**config.mk**
```make
export PLATFORM = sky130hd
export DESIGN_NAME = ex_muldiv_stage_flat
export DESIGN_NICKNAME = d
export VERILOG_FILES = /design/src/rtl/ex_muldiv_if.sv /design/src/rtl/ex_muldiv_stage.sv /design/src/flat_wrapper.sv
export SDC_FILE = /design/constraint.sdc
export NUM_CORES = 1
export LEC_CHECK = 0
export ABC_CLOCK_PERIOD_IN_PS = 4630
export CAP_MARGIN = 20
export CORE_MARGIN = 3
export CORE_UTILIZATION = 35
export CTS_CLUSTER_DIAMETER = 150
export CTS_CLUSTER_SIZE = 16
export DETAILED_ROUTE_END_ITERATION = 10
export GPL_TIMING_DRIVEN = 0
export HOLD_SLACK_MARGIN = 0.12
export SLEW_MARGIN = 20
export SYNTH_ARGS = -nofsm -noshare
export SYNTH_HDL_FRONTEND = slang
export SYNTH_SLANG_ARGS = --single-unit
```
**constraint.sdc**
```tcl
create_clock -name clk -period 4.63 [get_ports clk]
set_input_delay 0.6945 -clock clk [delete_from_list [all_inputs] [get_ports clk]]
set_output_delay 0.6945 -clock clk [all_outputs]
set_load 0.01 [all_outputs]
```
**src/rtl/ex_muldiv_if.sv**
```systemverilog
// ID/EX input bundle and registered EX/MEM output bundle of the execute stage.
// master = upstream/pipeline side, slave = the execute stage itself.
interface ex_muldiv_if #(
  parameter int DATA_W     = 32,
  parameter int ADDR_W     = 30,
  parameter int MEM_OP_W   = 2,
  parameter int CTRL_OP_W  = 2,
  parameter int REG_ADDR_W = 5,
  parameter int EXP_W      = 3
);
  logic [ADDR_W-1:0]     id_pc;
  logic                  id_en;
  logic [3:0]            id_op;
  logic [DATA_W-1:0]     id_in_0;
  logic [DATA_W-1:0]     id_in_1;
  logic                  id_br_flag;
  logic [MEM_OP_W-1:0]   id_mem_op;
  logic [DATA_W-1:0]     id_mem_wr_data;
  logic [CTRL_OP_W-1:0]  id_ctrl_op;
  logic [REG_ADDR_W-1:0] id_dst_addr;
  logic                  id_gpr_we_;
  logic [EXP_W-1:0]      id_exp_code;

  logic [ADDR_W-1:0]     ex_pc;
  logic                  ex_en;
  logic                  ex_br_flag;
  logic [MEM_OP_W-1:0]   ex_mem_op;
  logic [DATA_W-1:0]     ex_mem_wr_data;
  logic [CTRL_OP_W-1:0]  ex_ctrl_op;
  logic [REG_ADDR_W-1:0] ex_dst_addr;
  logic                  ex_gpr_we_;
  logic [EXP_W-1:0]      ex_exp_code;
  logic [DATA_W-1:0]     ex_out;

  modport master (
    output id_pc, id_en, id_op, id_in_0, id_in_1, id_br_flag, id_mem_op,
           id_mem_wr_data, id_ctrl_op, id_dst_addr, id_gpr_we_, id_exp_code,
    input  ex_pc, ex_en, ex_br_flag, ex_mem_op, ex_mem_wr_data, ex_ctrl_op,
           ex_dst_addr, ex_gpr_we_, ex_exp_code, ex_out
  );

  modport slave (
    input  id_pc, id_en, id_op, id_in_0, id_in_1, id_br_flag, id_mem_op,
           id_mem_wr_data, id_ctrl_op, id_dst_addr, id_gpr_we_, id_exp_code,
    output ex_pc, ex_en, ex_br_flag, ex_mem_op, ex_mem_wr_data, ex_ctrl_op,
           ex_dst_addr, ex_gpr_we_, ex_exp_code, ex_out
  );
endinterface

```
**src/rtl/ex_muldiv_stage.sv**
```systemverilog
// Execute stage: single-cycle ALU plus an iterative bit-serial multiply/divide
// unit, feeding the EX/MEM pipeline register.
//
// state | meaning
// IDLE  | ALU path active; a MUL/MULHU/DIVU/REMU issue starts the iterative unit
// RUN   | one multiply/divide bit per cycle, counter counts DATA_W-1 down to 0
// DONE  | iterative result presented; leaves when the EX/MEM register can load
module ex_muldiv_stage #(
  parameter int DATA_W     = 32,
  parameter int ADDR_W     = 30,
  parameter int MEM_OP_W   = 2,
  parameter int CTRL_OP_W  = 2,
  parameter int REG_ADDR_W = 5,
  parameter int EXP_W      = 3,
  parameter int EXP_OVF    = 3,
  parameter int EXP_DIV0   = 5
) (
  input  logic              clk,
  input  logic              reset,
  input  logic              stall,
  input  logic              flush,
  input  logic              int_detect,
  output logic              busy,
  output logic [DATA_W-1:0] fwd_data,
  ex_muldiv_if.slave        bus
);
  localparam int SH_W = $clog2(DATA_W);

  typedef enum logic [1:0] {IDLE, RUN, DONE} state_t;

  state_t              state, state_nxt;
  logic [SH_W-1:0]     cnt;
  logic [2*DATA_W-1:0] acc, acc_nxt;
  logic [DATA_W-1:0]   dvs;
  logic [1:0]          op_q;
  logic                start, squash;

  logic [DATA_W-1:0]   sum, dif, alu_res, mc_res, res;
  logic                ovf;
  logic [EXP_W-1:0]    alu_exp, mc_exp, res_exp;
  logic [DATA_W:0]     msum, rsh, rdif;

  assign squash = flush | int_detect;
  assign start  = (state == IDLE) && bus.id_en && (bus.id_op[3:2] == 2'b10) && !squash;
  assign busy   = start || (state == RUN);

  always_ff @(posedge clk) begin
    if (reset) state <= IDLE;
    else       state <= state_nxt;
  end

  always_comb begin
    state_nxt = state;
    if (squash) begin
      state_nxt = IDLE;
    end else begin
      case (state)
        IDLE:    if (start) state_nxt = RUN;
        RUN:     if (cnt == '0) state_nxt = DONE;
        DONE:    if (!stall) state_nxt = IDLE;
        default: state_nxt = IDLE;
      endcase
    end
  end

  // op_q[1] selects divide; acc holds {hi, lo} for multiply, {remainder, quotient} for divide
  always_comb begin
    msum    = {1'b0, acc[2*DATA_W-1:DATA_W]} + (acc[0] ? {1'b0, dvs} : '0);
    rsh     = acc[2*DATA_W-1:DATA_W-1];
    rdif    = rsh - {1'b0, dvs};
    acc_nxt = acc;
    if (!op_q[1])
      acc_nxt = {msum, acc[DATA_W-1:1]};
    else if (!rdif[DATA_W])
      acc_nxt = {rdif[DATA_W-1:0], acc[DATA_W-2:0], 1'b1};
    else
      acc_nxt = {acc[2*DATA_W-2:0], 1'b0};
  end

  always_ff @(posedge clk) begin
    if (reset) begin
      cnt  <= '0;
      acc  <= '0;
      dvs  <= '0;
      op_q <= '0;
    end else if (state == IDLE && start) begin
      cnt  <= SH_W'(DATA_W - 1);
      acc  <= {{DATA_W{1'b0}}, bus.id_in_0};
      dvs  <= bus.id_in_1;
      op_q <= bus.id_op[1:0];
    end else if (state == RUN) begin
      cnt  <= cnt - SH_W'(1);
      acc  <= acc_nxt;
    end
  end

  // Divide by zero falls out of the restoring loop as quotient=all-ones, remainder=dividend
  always_comb begin
    case (op_q)
      2'd0:    mc_res = acc[DATA_W-1:0];
      2'd1:    mc_res = acc[2*DATA_W-1:DATA_W];
      2'd2:    mc_res = acc[DATA_W-1:0];
      default: mc_res = acc[2*DATA_W-1:DATA_W];
    endcase
    mc_exp = bus.id_exp_code;
    if (op_q[1] && dvs == '0 && bus.id_exp_code == '0) mc_exp = EXP_W'(EXP_DIV0);
  end

  always_comb begin
    sum     = bus.id_in_0 + bus.id_in_1;
    dif     = bus.id_in_0 - bus.id_in_1;
    ovf     = 1'b0;
    alu_res = bus.id_in_0;
    case (bus.id_op)
      4'd1: begin
        alu_res = sum;
        ovf = (bus.id_in_0[DATA_W-1] == bus.id_in_1[DATA_W-1]) &&
              (sum[DATA_W-1] != bus.id_in_0[DATA_W-1]);
      end
      4'd2: begin
        alu_res = dif;
        ovf = (bus.id_in_0[DATA_W-1] != bus.id_in_1[DATA_W-1]) &&
              (dif[DATA_W-1] != bus.id_in_0[DATA_W-1]);
      end
      4'd3:    alu_res = bus.id_in_0 & bus.id_in_1;
      4'd4:    alu_res = bus.id_in_0 | bus.id_in_1;
      4'd5:    alu_res = bus.id_in_0 ^ bus.id_in_1;
      4'd6:    alu_res = bus.id_in_0 << bus.id_in_1[SH_W-1:0];
      4'd7:    alu_res = bus.id_in_0 >> bus.id_in_1[SH_W-1:0];
      default: alu_res = bus.id_in_0;
    endcase
    alu_exp = (ovf && bus.id_exp_code == '0) ? EXP_W'(EXP_OVF) : bus.id_exp_code;
  end

  assign res      = (state == DONE) ? mc_res : alu_res;
  assign res_exp  = (state == DONE) ? mc_exp : alu_exp;
  assign fwd_data = res;

  always_ff @(posedge clk) begin
    if (reset) begin
      bus.ex_pc          <= '0;
      bus.ex_en          <= 1'b0;
      bus.ex_br_flag     <= 1'b0;
      bus.ex_mem_op      <= '0;
      bus.ex_mem_wr_data <= '0;
      bus.ex_ctrl_op     <= '0;
      bus.ex_dst_addr    <= '0;
      bus.ex_gpr_we_     <= 1'b1;
      bus.ex_exp_code    <= '0;
      bus.ex_out         <= '0;
    end else if (!stall) begin
      bus.ex_pc          <= bus.id_pc;
      bus.ex_dst_addr    <= bus.id_dst_addr;
      bus.ex_mem_wr_data <= bus.id_mem_wr_data;
      if (squash || busy || !bus.id_en) begin
        bus.ex_en       <= 1'b0;
        bus.ex_br_flag  <= 1'b0;
        bus.ex_mem_op   <= '0;
        bus.ex_ctrl_op  <= '0;
        bus.ex_gpr_we_  <= 1'b1;
        bus.ex_exp_code <= '0;
        bus.ex_out      <= '0;
      end else begin
        bus.ex_en       <= 1'b1;
        bus.ex_br_flag  <= bus.id_br_flag;
        bus.ex_mem_op   <= bus.id_mem_op;
        bus.ex_ctrl_op  <= bus.id_ctrl_op;
        bus.ex_gpr_we_  <= bus.id_gpr_we_;
        bus.ex_exp_code <= res_exp;
        bus.ex_out      <= res;
      end
    end
  end
endmodule
```
**src/flat_wrapper.sv**
```systemverilog
// flat-port wrapper written by rule: the top's interface ports become plain ports
module ex_muldiv_stage_flat 
#(
  parameter int DATA_W     = 32,
  parameter int ADDR_W     = 30,
  parameter int MEM_OP_W   = 2,
  parameter int CTRL_OP_W  = 2,
  parameter int REG_ADDR_W = 5,
  parameter int EXP_W      = 3,
  parameter int EXP_OVF    = 3,
  parameter int EXP_DIV0   = 5
)
  (clk, reset, stall, flush, int_detect, busy, fwd_data, bus_id_pc, bus_id_en, bus_id_op, bus_id_in_0, bus_id_in_1, bus_id_br_flag, bus_id_mem_op, bus_id_mem_wr_data, bus_id_ctrl_op, bus_id_dst_addr, bus_id_gpr_we_, bus_id_exp_code, bus_ex_pc, bus_ex_en, bus_ex_br_flag, bus_ex_mem_op, bus_ex_mem_wr_data, bus_ex_ctrl_op, bus_ex_dst_addr, bus_ex_gpr_we_, bus_ex_exp_code, bus_ex_out);
  ex_muldiv_if #(.DATA_W(DATA_W), .ADDR_W(ADDR_W), .MEM_OP_W(MEM_OP_W), .CTRL_OP_W(CTRL_OP_W), .REG_ADDR_W(REG_ADDR_W), .EXP_W(EXP_W)) bus_i ();
  input  logic clk;
  input  logic reset;
  input  logic stall;
  input  logic flush;
  input  logic int_detect;
  output logic busy;
  output logic [DATA_W-1:0] fwd_data;
  input wire logic [$bits(bus_i.id_pc)-1:0] bus_id_pc;
  input wire logic [$bits(bus_i.id_en)-1:0] bus_id_en;
  input wire logic [$bits(bus_i.id_op)-1:0] bus_id_op;
  input wire logic [$bits(bus_i.id_in_0)-1:0] bus_id_in_0;
  input wire logic [$bits(bus_i.id_in_1)-1:0] bus_id_in_1;
  input wire logic [$bits(bus_i.id_br_flag)-1:0] bus_id_br_flag;
  input wire logic [$bits(bus_i.id_mem_op)-1:0] bus_id_mem_op;
  input wire logic [$bits(bus_i.id_mem_wr_data)-1:0] bus_id_mem_wr_data;
  input wire logic [$bits(bus_i.id_ctrl_op)-1:0] bus_id_ctrl_op;
  input wire logic [$bits(bus_i.id_dst_addr)-1:0] bus_id_dst_addr;
  input wire logic [$bits(bus_i.id_gpr_we_)-1:0] bus_id_gpr_we_;
  input wire logic [$bits(bus_i.id_exp_code)-1:0] bus_id_exp_code;
  output wire logic [$bits(bus_i.ex_pc)-1:0] bus_ex_pc;
  output wire logic [$bits(bus_i.ex_en)-1:0] bus_ex_en;
  output wire logic [$bits(bus_i.ex_br_flag)-1:0] bus_ex_br_flag;
  output wire logic [$bits(bus_i.ex_mem_op)-1:0] bus_ex_mem_op;
  output wire logic [$bits(bus_i.ex_mem_wr_data)-1:0] bus_ex_mem_wr_data;
  output wire logic [$bits(bus_i.ex_ctrl_op)-1:0] bus_ex_ctrl_op;
  output wire logic [$bits(bus_i.ex_dst_addr)-1:0] bus_ex_dst_addr;
  output wire logic [$bits(bus_i.ex_gpr_we_)-1:0] bus_ex_gpr_we_;
  output wire logic [$bits(bus_i.ex_exp_code)-1:0] bus_ex_exp_code;
  output wire logic [$bits(bus_i.ex_out)-1:0] bus_ex_out;
  assign bus_i.id_pc = bus_id_pc;
  assign bus_i.id_en = bus_id_en;
  assign bus_i.id_op = bus_id_op;
  assign bus_i.id_in_0 = bus_id_in_0;
  assign bus_i.id_in_1 = bus_id_in_1;
  assign bus_i.id_br_flag = bus_id_br_flag;
  assign bus_i.id_mem_op = bus_id_mem_op;
  assign bus_i.id_mem_wr_data = bus_id_mem_wr_data;
  assign bus_i.id_ctrl_op = bus_id_ctrl_op;
  assign bus_i.id_dst_addr = bus_id_dst_addr;
  assign bus_i.id_gpr_we_ = bus_id_gpr_we_;
  assign bus_i.id_exp_code = bus_id_exp_code;
  assign bus_ex_pc = bus_i.ex_pc;
  assign bus_ex_en = bus_i.ex_en;
  assign bus_ex_br_flag = bus_i.ex_br_flag;
  assign bus_ex_mem_op = bus_i.ex_mem_op;
  assign bus_ex_mem_wr_data = bus_i.ex_mem_wr_data;
  assign bus_ex_ctrl_op = bus_i.ex_ctrl_op;
  assign bus_ex_dst_addr = bus_i.ex_dst_addr;
  assign bus_ex_gpr_we_ = bus_i.ex_gpr_we_;
  assign bus_ex_exp_code = bus_i.ex_exp_code;
  assign bus_ex_out = bus_i.ex_out;
  ex_muldiv_stage #(.DATA_W(DATA_W), .ADDR_W(ADDR_W), .MEM_OP_W(MEM_OP_W), .CTRL_OP_W(CTRL_OP_W), .REG_ADDR_W(REG_ADDR_W), .EXP_W(EXP_W), .EXP_OVF(EXP_OVF), .EXP_DIV0(EXP_DIV0)) u_core (.clk(clk), .reset(reset), .stall(stall), .flush(flush), .int_detect(int_detect), .busy(busy), .fwd_data(fwd_data), .bus(bus_i));
endmodule
```
==> results of run 1 <==
==> area by class of cell <==
cell class                      instances  area, µm²  share of cell area
Multi-Input combinational cell       2180      16700               0.592
Clock inverter                          3       47.5             0.00168
Sequential cell                       214       4290               0.152
Timing Repair Buffer                  420       3810               0.135
Inverter                              142        583              0.0206
Tap cell                              773        967              0.0342
Buffer                                204       1390              0.0492
Antenna cell                            3       7.51            0.000266
Clock buffer                           17        425              0.0151
==> kinds of logic (layout without fill, tap and decap cells) <==
logic type / after synthesis / after routing / synth area share
simple gates: 871 / 871 / 0.184
flops: 214 / 214 / 0.202
mux: 228 / 228 / 0.147
fa+ha+maj: 176 / 176 / 0.105
other cells: 0 / 3 / 0
compound gates: 825 / 825 / 0.261
xor+xnor: 80 / 80 / 0.0334
buf+inv: 363 / 786 / 0.0674
==> metrics by stage <==
stage | instance area [µm²] | util | TNS (ns)
after detailed placement | 25100 | 0.423 | -138.78
after CTS | 27800 | 0.467 | -1.39
after floorplan | 21200 | - | 0
after global placement | 25100 | 0.422 | -142.63
final | 28300 | 0.475 | -0.984
after global routing | 28200 | 0.475 | -1.75
==> critical path: stages <==
cell and delay (ns):
sky130_fd_sc_hd__buf_12 0.08, sky130_fd_sc_hd__buf_12 0.12, sky130_fd_sc_hd__buf_16 0.13, sky130_fd_sc_hd__clkinvlp_4 0.13, sky130_fd_sc_hd__ha_4 0.28, sky130_fd_sc_hd__nor3_4 0.22
sky130_fd_sc_hd__o31ai_4 0.12, sky130_fd_sc_hd__a2111oi_4 0.34, sky130_fd_sc_hd__buf_4 0.20, sky130_fd_sc_hd__o211ai_1 0.08, sky130_fd_sc_hd__buf_4 0.19, sky130_fd_sc_hd__a21oi_4 0.24
sky130_fd_sc_hd__buf_6 0.15, sky130_fd_sc_hd__a21oi_4 0.07, sky130_fd_sc_hd__o31ai_2 0.23, sky130_fd_sc_hd__a221o_1 0.21, sky130_fd_sc_hd__o21ai_2 0.08, sky130_fd_sc_hd__a211oi_4 0.36
sky130_fd_sc_hd__buf_2 0.22
==> worst max path at each step <==
stage                         endpoint  slack [ns]  cells past startpoint
after detailed placement  fwd_data[31]       -3.36                     18
final                     fwd_data[29]       -0.22                     19
after global placement    fwd_data[17]       -3.85                     17
after global routing      fwd_data[29]       -0.33                     19
after floorplan           fwd_data[29]       0.005                     16
after CTS                 fwd_data[29]       -0.24                     21
==> power breakdown <==
part,internal (W),switching (W),total [W]
registers,0.00189,0.0000386,0.00193
logic,0.00103,0.00156,0.00258
clock network,0.000719,0.000737,0.00146
==> registers in the layout, indices dropped and copies added, names as in the netlist <==
name,flops
u_core.cnt,5
u_core.bus.ex_mem_wr_data,32
u_core.op_q,2
u_core.dvs,32
u_core.acc,64
u_core.bus.ex_br_flag,1
u_core.bus.ex_dst_addr,5
u_core.bus.ex_pc,30
u_core.bus.ex_out,32
u_core.bus.ex_mem_op,2
u_core.bus.ex_ctrl_op,2
u_core.bus.ex_en,1
u_core.bus.ex_exp_code,3
u_core.state,2
u_core.bus.ex_gpr_we_,1
==> placed cells by master, fill, tap and decap left out, types with 47 or more instances in the layout <==
cell and count:
sky130_fd_sc_hd__a21oi_1 193, sky130_fd_sc_hd__a221oi_1 51, sky130_fd_sc_hd__buf_4 139, sky130_fd_sc_hd__clkbuf_1 87, sky130_fd_sc_hd__clkdlybuf4s50_1 209, sky130_fd_sc_hd__dfxtp_1 213
sky130_fd_sc_hd__ha_1 161, sky130_fd_sc_hd__inv_1 131, sky130_fd_sc_hd__mux2i_1 154, sky130_fd_sc_hd__mux4_2 67, sky130_fd_sc_hd__nand2_1 224, sky130_fd_sc_hd__nand3_1 52
sky130_fd_sc_hd__nor2_1 340, sky130_fd_sc_hd__nor3_1 50, sky130_fd_sc_hd__o21ai_0 130, sky130_fd_sc_hd__xnor2_1 47
==> per-layer routing <==
metal / global-route usage / up-vias / share of wire
met2: 0.540 / 1759 / 0.42
met5: 0.0195 / - / 0.0017
met3: 0.103 / 332 / 0.12
li1: - / 10900 / -
met1: 0.471 / 12400 / 0.40
met4: 0.182 / 6 / 0.062
==> repair_timing <==
item	CTS	global route
buffers inserted	90	40
endpoints found under the hold margin	0	0
endpoints found under the setup margin	64	53
gates resized for setup	609	179
pin swaps	74	47
==> reports/summary.txt, run 1 <==
Violations in the final reports: setup timing
Async SR Flop Fraction: 0
I/O pin total: 292
Syn-to-layout area delta: 33.2%
Final-layout worst hold slack: 0.480 ns
Commonest cells in the synthesized netlist: sky130_fd_sc_hd__nor2_1 (356), sky130_fd_sc_hd__a21oi_1 (225), sky130_fd_sc_hd__nand2_1 (225)
DRC violation count after routing: 0
Kind of end point of the critical path: output pin
Post-synthesis cell type count: 89
First drt pass iteration count: 8
Measured slew at the worst slew-check pin: 1.12 ns
Ratio of total power to cell area: 211 nW/µm²
Worst-case reg-to-reg path depth: 15
Number of synthesized register bits: 214
Drt initial violations: 3086
Pre-CTS WS: -3.36 ns
Count of pins over their slew limit: 0
Hold worst-path end: u_core.bus.ex_out[25]$_SDFFE_PP0N_
Num Clock Sinks: 214
Hold Path Class: reg2reg
Final critical-path setup slack: -0.218 ns
Result of the run: complete, but fails checks
Post-Syn Area: 21200 µm²
Max clock buf depth: 3
Placer's final routability congestion estimate: 1.05
Total power: 0.00597 W
Root Buffer Master: sky130_fd_sc_hd__clkbuf_16
Fmax: 206 MHz
Vertical die dimension: 252 µm
Pin count of the biggest net entering global routing: 17
Worst R2R End: u_core.acc[62]$_SDFFE_PP0P_
First-pass GRT wire length: 169 mm
Initial Utilization: 0.357
Total half-perimeter wirelength after legalization and detailed placement: 94.3 mm
Area enclosed by the die boundary: 63600 µm²
Worst reg-to-reg setup slack: 0.30 ns
Clock-pin slew of the registers on the worst-case setup and hold paths: 0.07 ns
Warnings, synthesis: 0
Layout net count: 3505
Leading cell types by total area after synthesis: sky130_fd_sc_hd__dfxtp_1 (20%), sky130_fd_sc_hd__ha_1 (10%), sky130_fd_sc_hd__mux2i_1 (7.4%), sky130_fd_sc_hd__mux4_2 (7.1%), sky130_fd_sc_hd__nor2_1 (6.3%)
Number of endpoints with negative hold slack in the final report: 0
Unrepaired setup endpoints after global routing: yes
WP data required: 3.94 ns
Portion of the post-synthesis area used by sequential elements: 0.202
Count of flip-flops with a built-in enable after synthesis: 0
Crit path from: bus_id_in_1[1]
Worst flop-to-flop path startpoint: u_core.acc[0]$_SDFFE_PP0P_
Number of antenna violations at the first check in global routing: 6
Crit path max fanout: 4
Worst-case vdd ir drop: 0.206 mV
Area share of the leading cell type in the synthesized netlist: 0.202
Global-route total usage across every layer: 0.360
Min Clock Period, post-route: 4.85 ns
Number of inserted filler cells in the final layout: 5995
Worst Min Path Start: u_core.bus.ex_out[25]$_SDFFE_PP0N_
Cell Count, Final, Fillers Out: 3956
Post-synthesis average cell area: 7.70 µm²
Final period utilization: 1.05
Startpoint types: input port
Number of cells traversed by the worst hold path: 1
Antenna Violating Nets Remaining: 0
Ys flop type: sky130_fd_sc_hd__dfxtp_1
Deepest level of the CTS H-tree: 1
Most instantiated library cell after synthesis: sky130_fd_sc_hd__nor2_1
Floorplan die width: 252 µm
Gate count after technology mapping: 2757
Dominant cell type by area after synthesis: sky130_fd_sc_hd__dfxtp_1
Data arrival time at the worst-slack endpoint: 4.15 ns
Leakage Power: 11.1 nW
TritonCTS clock tree: built
Routed wire length per instance: 30.4 µm
Total wire length after detailed routing: 120 mm
Count of port buffers added during placement: 288
Clock latency of the later-clocked register in the worst-skew pair: 0.52 ns
Number of setup violations in the final report: 12
Category of the critical setup timing path: in2out
Max-cap violations: 0
Number of rows created at floorplan: 89
Routed vias: 25400
# placed instances: 3820
Vias per cell: 6.42
Worst slew margin relative to its limit: 0.251
GRT overflow: 0
Fraction of final layout cells sized beyond drive strength 1: 0.188
CTS Buf Count: 17
Vias in the first global route: 24000
Post-synth net total: 3083
Post-CTS Hold Buffers: 0
Worst setup skew after layout: 0.0179 ns
Core Box Area: 59500 µm²
No activity file was read; power rests on OpenSTA's default activity.
==> run 2: changes to the inputs <==
--- a/config.mk
+++ b/config.mk
@@ -14,6 +14,7 @@
 export DETAILED_ROUTE_END_ITERATION = 10
 export GPL_TIMING_DRIVEN = 0
 export HOLD_SLACK_MARGIN = 0.12
+export RECOVER_POWER = 25
 export SLEW_MARGIN = 20
 export SYNTH_ARGS = -nofsm -noshare
 export SYNTH_HDL_FRONTEND = slang
==> run 2 against run 1 <==
  * The flow still finishes with violations (setup timing)
  * Flip-flop and latch count unchanged
  * Hold slack worse by 0.0064 ns
  * Routed wire length is essentially flat
  * Largest cell class unchanged
  * Clock-buffer cell count did not move
  * Clock power about the same
  * Critical path depth down 7
  * Global-route usage stayed put
==> reports/summary.txt, run 2 (synthesis gave the netlist of run 1 again) <==
Cell Int Power: 0.00363 W
Deepest level of the CTS H-tree: 1
First-pass GRT wire length: 169 mm
Part of the total power dissipated in the clock network: 0.245
Post-CTS Hold Buffers: 0
Pre-CTS WS: -3.36 ns
Ratio of total power to cell area: 211 nW/µm²
Clock-pin slew of the registers on the worst-case setup and hold paths: 0.07 ns
Most frequent standard cell in the layout excluding fill and tap cells: sky130_fd_sc_hd__nor2_1
Commonest non-fill, non-tap cells in the layout: sky130_fd_sc_hd__nor2_1 (340), sky130_fd_sc_hd__nand2_1 (224), sky130_fd_sc_hd__dfxtp_1 (213)
Most used cell, CP: sky130_fd_sc_hd__buf_2
WP data required: 3.94 ns
Hold Path Class: reg2reg
Category of the critical setup timing path: in2out
Clock latency of the later-clocked register in the worst-skew pair: 0.52 ns
Total wire length after detailed routing: 120 mm
Worst-case vdd ir drop: 0.207 mV
Sw frac: 0.392
Worst setup skew after layout: 0.0198 ns
Placement-stage cell area: 25100 µm²
Vertical die dimension: 252 µm
Final critical-path setup slack: -0.238 ns
Fmax: 205 MHz
Number of setup violations in the final report: 11
Leakage Power: 11.2 nW
Design Area, Final: 28300 µm²
First drt pass iteration count: 8
Layout net count: 3505
Vias per cell: 6.41
I/O pin total: 292
Placer's final routability congestion estimate: 1.05
Num Clock Sinks: 214
Routed vias: 25400
Worst slew margin relative to its limit: 0.243
Count of port buffers added during placement: 288
Floorplan die width: 252 µm
Area used by multi-input combinational logic: 16700 µm²
Slowest cell on the critical path: sky130_fd_sc_hd__a211oi_2
CTS Buf Count: 17
Root Buffer Master: sky130_fd_sc_hd__clkbuf_16
Drt initial violations: 3112
Number of endpoints with negative hold slack in the final report: 0
Core Box Area: 59500 µm²
Flip-flop count of the largest register, all copies and words added: 64
Number of inserted filler cells in the final layout: 5994
Initial Utilization: 0.357
Register with the most flip-flops: u_core.acc
Count of pins over their slew limit: 0
Number of antenna violations at the first check in global routing: 6
Routed wire length per instance: 30.4 µm
FF/Latch Area: 4290 µm²
Data arrival time at the worst-slack endpoint: 4.17 ns
Kind of end point of the critical path: output pin
Global-route total usage across every layer: 0.360
Critical path, cell by cell: buf_12 -> buf_4 -> clkbuf_2 -> buf_2 -> buf_2 -> buf_2 -> o21ai_1 -> a211oi_2 -> o221ai_2 -> o211ai_1 -> o21ai_2 -> buf_6
Violations in the final reports: setup timing
Fraction of final layout cells sized beyond drive strength 1: 0.188
Crit path max fanout: 10
Share of power burned in registers: 0.323
Final core utilization: 0.475
Startpoint types: input port
Biggest cell delay along the critical path: 0.52 ns
Gate power share: 0.432
Measured slew at the worst slew-check pin: 1.13 ns
Pin count of the biggest net entering global routing: 17
Min Clock Period, post-route: 4.87 ns
Max clock buf depth: 3
Number of rows created at floorplan: 89
Result of the run: complete, but fails checks
Total Neg Setup Slack: -1.13 ns
Unrepaired setup endpoints after global routing: yes
DRC violation count after routing: 0
Final period utilization: 1.05
Syn-to-layout area delta: 33.2%
GRT overflow: 0
Max-cap violations: 0
Vias in the first global route: 24000
Total power: 0.00596 W
TritonCTS clock tree: built
P_sw: 0.00234 W
Total half-perimeter wirelength after legalization and detailed placement: 94.3 mm
Antenna Violating Nets Remaining: 0
Area enclosed by the die boundary: 63600 µm²
[run 2: path summary, 6_finish.rpt]
check / to / start / slack [ns] / depth (start not counted)
max: fwd_data[23] / bus_id_in_1[3] / -0.24 / 12
min: u_core.bus.ex_out[25]$_SDFFE_PP0N_ / u_core.bus.ex_out[25]$_SDFFE_PP0N_ / 0.47 / 1
max reg2reg: u_core.acc[62]$_SDFFE_PP0P_ / u_core.acc[0]$_SDFFE_PP0P_ / 0.31 / 15
min reg2reg: u_core.bus.ex_out[25]$_SDFFE_PP0N_ / u_core.bus.ex_out[25]$_SDFFE_PP0N_ / 0.47 / 1
[run 2: repair_timing]
| action | CTS | global route |
|---|---|---|
| resized for setup | 609 | 179 |
| buffers inserted | 90 | 40 |
| pin swaps | 74 | 47 |
| cloned | 0 | 0 |
| endpoints found under the setup margin | 64 | 53 |
[run 2: power groups by stage]
| stage | clock network, W | logic (W) | registers, W |
|---|---|---|---|
| after floorplan | 0 | 0.00115 | 0.00198 |
| after global placement | 0 | 0.00211 | 0.00197 |
| after detailed placement | 0 | 0.00211 | 0.00197 |
| after CTS | 0.00147 | 0.00240 | 0.00193 |
| after global routing | 0.00154 | 0.00267 | 0.00193 |
| final | 0.00146 | 0.00258 | 0.00193 |
[run 2: cell type report]
type                            count  share of cell area
Clock buffer                       17              0.0151
Antenna cell                        2            0.000177
Tap cell                          773              0.0342
Clock inverter                      3             0.00168
Sequential cell                   214               0.152
Inverter                          142              0.0206
Timing Repair Buffer              420               0.135
Buffer                            204              0.0492
Multi-Input combinational cell   2180               0.592
[run 2: per-stage QoR]
| step | hold WS [ns] | cells |
|---|---|---|
| after global placement | 0.451 | 3818 |
| after detailed placement | 0.457 | 3820 |
| final | 0.473 | 3955 |
| after global routing | 0.482 | 3954 |
| after CTS | 0.477 | 3920 |
| after floorplan | 0.445 | 2757 |
[run 2: critical path, delay by kind of cell]
kind	cells	cell delay (ns)
buffers and inverters	7	1.85
AO/OA/AOI/OAI	5	1.59
[run 2: routing by layer]
layer,share of wire,vias up,track usage
met3,0.12,334,0.103
met2,0.42,1786,0.540
met1,0.40,12300,0.471
li1,-,10900,-
met4,0.063,6,0.182
met5,0.0017,-,0.0195
